===== src/rtl/tvs_ulpi_phy_ctrl.sv =====
// tvs_ulpi_phy_ctrl: PHY-side ULPI bus sequencer for TX commands, register access and RX traffic.
module tvs_ulpi_phy_ctrl #(
    parameter int ULPI_DATA_WIDTH = 8
) (
    input  logic                       clock,
    input  logic                       reset,
    input  logic                       stp,
    input  logic [ULPI_DATA_WIDTH-1:0] data_in,
    output logic                       dir,
    output logic                       nxt,
    output logic [ULPI_DATA_WIDTH-1:0] data_out,
    input  logic                       rx_req,
    input  logic                       rx_valid,
    input  logic                       rx_last,
    input  logic [ULPI_DATA_WIDTH-1:0] rx_data,
    output logic                       rx_ready,
    input  logic                       rxcmd_req,
    input  logic [ULPI_DATA_WIDTH-1:0] rxcmd_data,
    output logic                       rxcmd_ack,
    input  logic                       tx_ready,
    output logic                       tx_cmd_valid,
    output logic                       tx_data_valid,
    output logic [ULPI_DATA_WIDTH-1:0] tx_data,
    output logic                       tx_done,
    output logic                       reg_we,
    output logic [5:0]                 reg_addr,
    output logic [ULPI_DATA_WIDTH-1:0] reg_wdata,
    input  logic [ULPI_DATA_WIDTH-1:0] reg_rdata
);
    typedef enum logic [3:0] {
        IDLE, TXCMD, TXDATA, REGW_DATA, REGW_STP, REGR_TURN,
        REGR_DATA, TURN_PHY, RXCMD, RXDATA, RXEND, TURN_LINK
    } state_t;

    state_t     state;
    logic [1:0] kind;
    logic       accept;

    assign accept   = !dir && nxt && !stp;
    assign rx_ready = state == RXDATA;

    always_ff @(posedge clock or posedge reset) begin
        if (reset) begin
            state         <= IDLE;
            kind          <= '0;
            dir           <= 1'b0;
            nxt           <= 1'b0;
            data_out      <= '0;
            rxcmd_ack     <= 1'b0;
            tx_cmd_valid  <= 1'b0;
            tx_data_valid <= 1'b0;
            tx_data       <= '0;
            tx_done       <= 1'b0;
            reg_we        <= 1'b0;
            reg_addr      <= '0;
            reg_wdata     <= '0;
        end else begin
            rxcmd_ack     <= 1'b0;
            tx_cmd_valid  <= 1'b0;
            tx_data_valid <= 1'b0;
            tx_done       <= 1'b0;
            reg_we        <= 1'b0;
            case (state)
                IDLE: begin
                    // PHY traffic wins; a colliding link command is dropped and retried
                    if (rxcmd_req || rx_req) begin
                        dir   <= 1'b1;
                        state <= TURN_PHY;
                    end else if (data_in[7:6] != 2'b00) begin
                        kind     <= data_in[7:6];
                        reg_addr <= data_in[5:0];
                        nxt      <= 1'b1;
                        state    <= TXCMD;
                    end
                end
                TXCMD: begin
                    if (accept) begin
                        case (kind)
                            2'b01: begin
                                tx_cmd_valid <= 1'b1;
                                tx_data      <= {kind, reg_addr};
                                nxt          <= tx_ready;
                                state        <= TXDATA;
                            end
                            2'b10: state <= REGW_DATA;
                            default: begin
                                dir   <= 1'b1;
                                nxt   <= 1'b0;
                                state <= REGR_TURN;
                            end
                        endcase
                    end
                end
                TXDATA: begin
                    if (stp) begin
                        tx_done <= 1'b1;
                        nxt     <= 1'b0;
                        state   <= IDLE;
                    end else begin
                        if (accept) begin
                            tx_data_valid <= 1'b1;
                            tx_data       <= data_in;
                        end
                        nxt <= tx_ready;
                    end
                end
                REGW_DATA: begin
                    if (accept) begin
                        reg_wdata <= data_in;
                        nxt       <= 1'b0;
                        state     <= REGW_STP;
                    end
                end
                REGW_STP: begin
                    if (stp) begin
                        reg_we <= 1'b1;
                        state  <= IDLE;
                    end
                end
                REGR_TURN: begin
                    data_out <= reg_rdata;
                    state    <= REGR_DATA;
                end
                REGR_DATA: begin
                    dir      <= 1'b0;
                    data_out <= '0;
                    state    <= TURN_LINK;
                end
                TURN_PHY: begin
                    if (rxcmd_req) begin
                        data_out  <= rxcmd_data;
                        rxcmd_ack <= 1'b1;
                        state     <= RXCMD;
                    end else begin
                        state <= RXDATA;
                    end
                end
                RXCMD: begin
                    if (rx_req) begin
                        state <= RXDATA;
                    end else begin
                        dir      <= 1'b0;
                        data_out <= '0;
                        state    <= TURN_LINK;
                    end
                end
                RXDATA: begin
                    // idle gaps in the stream show the current RX CMD with nxt low
                    data_out <= rx_valid ? rx_data : rxcmd_data;
                    nxt      <= rx_valid;
                    if (rx_valid && rx_last) state <= RXEND;
                end
                RXEND: begin
                    dir      <= 1'b0;
                    nxt      <= 1'b0;
                    data_out <= '0;
                    state    <= TURN_LINK;
                end
                TURN_LINK: state <= IDLE;
                default:   state <= IDLE;
            endcase
        end
    end
endmodule


===== config.mk =====
export PLATFORM = sky130hd
export DESIGN_NAME = tvs_ulpi_phy_ctrl
export DESIGN_NICKNAME = d
export VERILOG_FILES = /design/src/rtl/tvs_ulpi_phy_ctrl.sv
export SDC_FILE = /design/constraint.sdc
export NUM_CORES = 1
export LEC_CHECK = 0
export BUFFER_PORTS_ARGS = -buffer_cell sky130_fd_sc_hd__buf_2
export CAP_MARGIN = 10
export CORE_ASPECT_RATIO = 0.9
export CORE_MARGIN = 2
export CORE_UTILIZATION = 49
export DETAILED_ROUTE_END_ITERATION = 16
export GPL_ROUTABILITY_DRIVEN = 0
export GPL_TIMING_DRIVEN = 0
export PLACE_DENSITY = 0.79
export SYNTH_ARGS = -nofsm -noshare
export SYNTH_HDL_FRONTEND = slang
export SYNTH_SLANG_ARGS = --single-unit

===== constraint.sdc =====
create_clock -name clock -period 2.3 [get_ports clock]
set_input_delay 0.23 -clock clock [delete_from_list [all_inputs] [get_ports clock]]
set_output_delay 0.23 -clock clock [all_outputs]
set_load 0.02 [all_outputs]

==> flow_summary.yaml, run 1 <==
run_status:
  status: "completed"
clock_network:
  hold_buffers: 0
  post_cts_buffers: 0
  ctsResizeCount: 0
  clk_latency_ns: 0.29
  cts_root_buffer: "clkbuf_8"
  cts_tree: "built"
  cts_buffers: 5
  cts_buffer_depth: 2
  path_clk_slew_ns: 0.09
  clock-sinks: 43
  cts_max_level: 2
critical_path:
  path_class: "register to register"
  critPathLaunch: "state[2]"
  r2r_slack_ns: 0.32
  cp-start-kind: "register"
  required_ns: 2.45
  cp.arrival_ns: 2.13
  cp-end-kind: "register"
  r2r-end: "data_out[5]"
  reg2regPathDepth: 6
  rr_startpoint: "state[2]"
  critPathCapture: "data_out[5]"
  crit_fanout: 10
floorplan:
  num_io_pins: 78
  initial_utilization_pct: 50.1
  die_h_um: 67.4
  die_x_um: 74.5
  num_rows: 23
  die_area_mm2: 0.00502
  core_mm2: 0.00437
placed_design:
  place_ws_ns: 0.238
  dp_hpwl_um: 3820
  port_buffers: 77
  placement.cell_area_mm2: 0.00265
synthesis:
  ys_ff_latch: 43
  avgSynthCellArea_um2: 10.7
  synth_cell_type_count: 53
  synth_top_area_share_pct: 49.1
  synth_top_flop_cell: "dfrtp_1"
  syn_area_mm2: 0.00219
  ys_seq_area_share_pct: 49.1
  synthTopCellsByArea: "dfrtp_1 (49%), mux2_1 (5.1%), a21oi_1 (3.9%)"
  synth_warnings: 0
  yosys.area.top_type: "dfrtp_1"
  syn-num-nets: 248
  synth-edff-count: 0
  synth_cells: 205
  ys_async_sr_fraction_pct: 100
run:
  maxCapViolCount: 0
timing:
  min_period_ns: 1.98
  setup_viol: 0
  tns_ns: 0
  slew_viol_final: 0
  fin_crit_sh_pct: 86.1
  clock_skew_ns: 0.00807
  fmax_mhz: 505
  hold_viol_final: 0
  max_slew_margin_pct: 42.0
  rsz0062_at_grt: "false"
  finalWorstSetupSlack_ns: 0.320
  max_slew.worst_pin.slew_ns: 0.869
drt:
  routed_wirelength_um: 5070
  wl_per_cell_um: 14.4
  drt_iter0_markers: 141
  vias: 1932
  viasPerCell: 5.49
  drt-pass1-iter-count: 5
  final_antenna_net_count: 0
  drc_errors: 0
global_routing:
  top_usage_layer: "met2"
  grt_pass1_vias: 1766
  grt_antenna_before_repair: 0
  met2_usage_pct: 33.7
  grt_max_degree: 44
  gr-usage-met1_pct: 29.5
  overflow: 0
  grt_use_total_pct: 21.0
  grt_use_met3_pct: 3.43
  grt_pass1_wl_um: 8070
final_layout:
  antenna_cells: 0
  final_area_mm2: 0.00275
  area_growth_pct: 25.5
  drive_gt1_share_pct: 36.2
  nNetsFinal: 332
power_and_ir_drop:
  vdd_drop_max_mv: 0.858
  power.density_mw_per_mm2: 1440
  p_leak_uw: 0.00133
worst_hold_path:
  hp-class: "input port to async pin"
through the flow:
stage | power [uW] | util, % | hold slack (ns) | instances
global route | 4250 | 62.9 | 0.181 | 352
global placement | 3410 | 60.7 | 0.464 | 344
CTS | 3950 | 62.6 | 0.149 | 352
finish | 3960 | 62.9 | 0.122 | 352
floorplan | 2840 | - | 0.362 | 205
detailed placement | 3480 | 60.7 | 0.467 | 344
where the power goes:
part	total [uW]	internal (uW)	leakage [uW]	switching [uW]
Clock	469	212	0.0000412	257
Combinational	2220	863	0.000758	1350
Sequential	1270	1090	0.000534	185
synthesized netlist by cell type (all sizes together), types with 2 or more instances:
library cell and n:
and3 3, dfrtp 43, nand2 15, a222oi 8
nor2 13, and2 2, inv 6, nor2b 2
a22o 2, o32a 2, mux2i 6, o31ai 2
buf 8, a31oi 2, clkbuf 5, ha 3
nor4 3, o21ai 15, nand3b 3, nor3 3
a21oi 18, mux2 15, xnor2 2, or2 2
o22ai 2, nand2b 2
state kept, by name, summed over array words and instances (netlist names):
name	cells
data_out	8
dir	1
kind	2
nxt	1
reg_addr	6
reg_wdata	8
reg_we	1
rxcmd_ack	1
state	4
tx_cmd_valid	1
tx_data	8
tx_data_valid	1
tx_done	1
kinds of logic (layout without fill, tap and decap cells):
logic type / Yosys count / after routing / share of synthesized area [%]
buf+inv: 20 / 105 / 3.71
compound gates: 62 / 62 / 20.1
mux: 21 / 21 / 10.5
simple gates: 54 / 54 / 14.1
flops: 43 / 43 / 49.1
xor+xnor: 2 / 2 / 0.800
fa+ha+maj: 3 / 3 / 1.71
worst min path at each step:
stage               startpoint            to  slack, ns  cells after the start
floorplan           data_in[0]   reg_addr[0]       0.36                      1
global placement    tx_data[3]    tx_data[3]       0.46                      2
detailed placement       reset  reg_wdata[4]       0.47                      2
CTS                      reset  reg_wdata[2]       0.15                      2
global route        data_in[1]   reg_addr[1]       0.18                      2
finish                   reset       kind[1]       0.12                      2
layer usage:
layer	part of all wire [%]	wire (um)	vias up
met5	0	0	-
met1	43	2160	909
met4	1.0	51	0
met2	49	2470	86
li1	-	-	931
met3	7.6	385	6
placed cells by master, fill, tap and decap left out, types with 2 or more instances in the layout:
master    synthesis  final
ha_1              3      3
and2_1            2      2
buf_1             3      3
xnor2_1           2      2
a22o_1            2      2
mux2_2            5      5
o21ai_1          10     10
inv_1             4      3
a222oi_1          8      8
o22ai_1           2      2
inv_2             2      3
mux2_1           10     10
buf_2             5     82
mux2i_1           6      6
nand2_1          15     15
nand3b_1          3      3
nor4_1            3      3
nor2b_1           2      2
o21ai_0           4      4
and3_1            3      3
nand2b_1          2      2
dfrtp_1          43     43
a31oi_1           2      2
a21oi_1          17     17
nor2_1           13     13
clkbuf_1          5      6
or2_1             2      2
o32a_1            2      2
clkbuf_8          0      5
final cells by class:
class | instances | area, um^2
fill | 390 | 1620
sequential | 43 | 1080
multi-input combinational | 142 | 1040
timing repair buffer | 77 | 385
tap | 62 | 77.6
clock buffer | 6 | 72.6
buffer | 13 | 55.1
inverter | 7 | 26.3
clock inverter | 2 | 12.5
worst max-delay path, cell delays in order (launching register included):
cell	delay, ns
dfrtp_1	0.32
buf_2	0.16
buf_2	0.24
nand2_1	0.13
a221oi_4	0.47
clkbuf_1	0.39
a21oi_1	0.13
(Power assumes the default switching activity.)
==> inputs of run 2 (changes only) <==
--- a/config.mk
+++ b/config.mk
@@ -5,7 +5,7 @@
 export SDC_FILE = /design/constraint.sdc
 export NUM_CORES = 1
 export LEC_CHECK = 0
-export BUFFER_PORTS_ARGS = -buffer_cell sky130_fd_sc_hd__buf_2
+export BUFFER_PORTS_ARGS = -buffer_cell sky130_fd_sc_hd__buf_4
 export CAP_MARGIN = 10
 export CORE_ASPECT_RATIO = 0.9
 export CORE_MARGIN = 2
==> flow_summary.yaml, run 2 (synthesized netlist as in run 1, its figures left out) <==
run_status:
  status: "completed"
critical_path:
  crit_fanout: 10
  reg2regPathDepth: 7
  cpLargestDelayFamily: "buffers and inverters"
  cp_slowest_stage_delay_ns: 0.54
  r2r-end: "data_out[7]"
  path_class: "register to register"
  cp-end-kind: "register"
  crit_slowest_cell: "a221oi_2"
  r2r_slack_ns: 0.25
  required_ns: 2.52
  path_cells: "buf_2, buf_2, nand2_1, a221oi_2, clkbuf_1, nor2_1, a21oi_1"
  cp-start-kind: "register"
  rr_startpoint: "state[2]"
  path_buf_inv: 3
  cp.arrival_ns: 2.27
  cpMostUsedCell: "buf_2"
floorplan:
  initial_utilization_pct: 50.1
  die_area_mm2: 0.00502
  die_x_um: 74.5
  num_io_pins: 78
  core_mm2: 0.00437
  die_h_um: 67.4
  num_rows: 23
power_and_ir_drop:
  vdd_drop_max_mv: 0.654
  power.density_mw_per_mm2: 1440
  p_leak_uw: 0.00141
timing:
  whs_ns: 0.115
  hold_viol_final: 0
  min_period_ns: 2.05
  slew_viol_final: 0
  rsz0062_at_grt: "false"
  max_slew_margin_pct: 41.8
  tns_ns: 0
  fin_crit_sh_pct: 89.1
  fmax_mhz: 488
  clock_skew_ns: 0.0114
  setup_viol: 0
  max_slew.worst_pin.slew_ns: 0.872
worst_hold_path:
  hp-class: "input port to async pin"
global_routing:
  top_usage_layer: "met2"
  grt_pass1_wl_um: 8420
  grt_antenna_before_repair: 0
  grt_pass1_vias: 1833
  grt_use_total_pct: 22.2
  grt_use_met3_pct: 7.16
  met2_usage_pct: 34.4
  overflow: 0
  grt_max_degree: 44
  gr-usage-met1_pct: 30.0
drt:
  drt_iter0_markers: 163
  drc_errors: 0
  final_antenna_net_count: 0
  viasPerCell: 5.45
  wl_per_cell_um: 14.9
  vias: 1919
  drt-pass1-iter-count: 7
  routed_wirelength_um: 5240
clock_network:
  clk_latency_ns: 0.30
  cts_root_buffer: "clkbuf_8"
  post_cts_buffers: 0
  cts_tree: "built"
  cts_buffer_depth: 2
  path_clk_slew_ns: 0.09
  cts_buffers: 5
  hold_buffers: 0
  cts_max_level: 2
  ctsResizeCount: 0
  clock-sinks: 43
final_layout:
  layout_commonest_cell: "buf_4"
  utilization_pct: 67.8
  area_growth_pct: 35.3
  final_cell_mix: "buf_4 (77), dfrtp_1 (43), a21oi_1 (17), nand2_1 (15), nor2_1 (13)"
  drive_gt1_share_pct: 36.6
  nNetsFinal: 332
  antenna_cells: 0
  final_area_mm2: 0.00296
  top_regs: "data_out x8, reg_wdata x8, tx_data x8"
run:
  maxCapViolCount: 0
placed_design:
  dp_hpwl_um: 3800
  placement.cell_area_mm2: 0.00285
  port_buffers: 77
-- run 2: changes by cell type in the layout (fill, tap and decap cells not counted), sizes merged --
cell | previous run | this run
bufinv | 0 | 1
clkinvlp | 1 | 0
-- run 2: power by group --
group / switching, uW / internal (uW)
clock network: 264 / 352
logic: 1340 / 1020
registers: 204 / 1090
-- run 2: metal layers --
layer	vias up	wire length [um]
met5	-	0
met4	0	72
met3	7	370
met2	74	2450
met1	911	2350
li1	927	-
-- run 2: worst register-to-register path, stage by stage, from the launching register on --
cell and delay [ns]:
dfrtp_1 0.33, buf_2 0.16, buf_2 0.25, nand2_1 0.09
a221oi_2 0.54, clkbuf_1 0.38, nor2_1 0.08, a21oi_1 0.14
-- run 2: how the worst max path moves through the flow --
stage | start | end | cells after the start
6_report | state[2] | data_out[7] | 7
5_1_grt | state[2] | data_out[7] | 7
4_1_cts | state[2] | data_out[7] | 7
3_5_place_dp | state[2] | data_out[7] | 7
3_3_place_gp | state[2] | data_out[6] | 7
2_1_floorplan | dir | state[2] | 5
-- run 2: cell type report --
class	instances	area, um^2
tap	62	77.6
buffer	13	55.1
clock inverter	2	35.0
multi-input combinational	142	1030
fill	376	1410
clock buffer	6	82.6
inverter	7	26.3
timing repair buffer	77	578
sequential	43	1080
-- run 2: per-stage QoR --
| stage | power (uW) | instances | setup WS, ns |
|---|---|---|---|
| 2_1_floorplan | 2840 | 205 | 0.403 |
| 3_3_place_gp | 3600 | 344 | 0.337 |
| 3_5_place_dp | 3660 | 344 | 0.278 |
| 4_1_cts | 4270 | 352 | 0.237 |
| 5_1_grt | 4570 | 352 | 0.0396 |
| 6_report | 4260 | 352 | 0.251 |
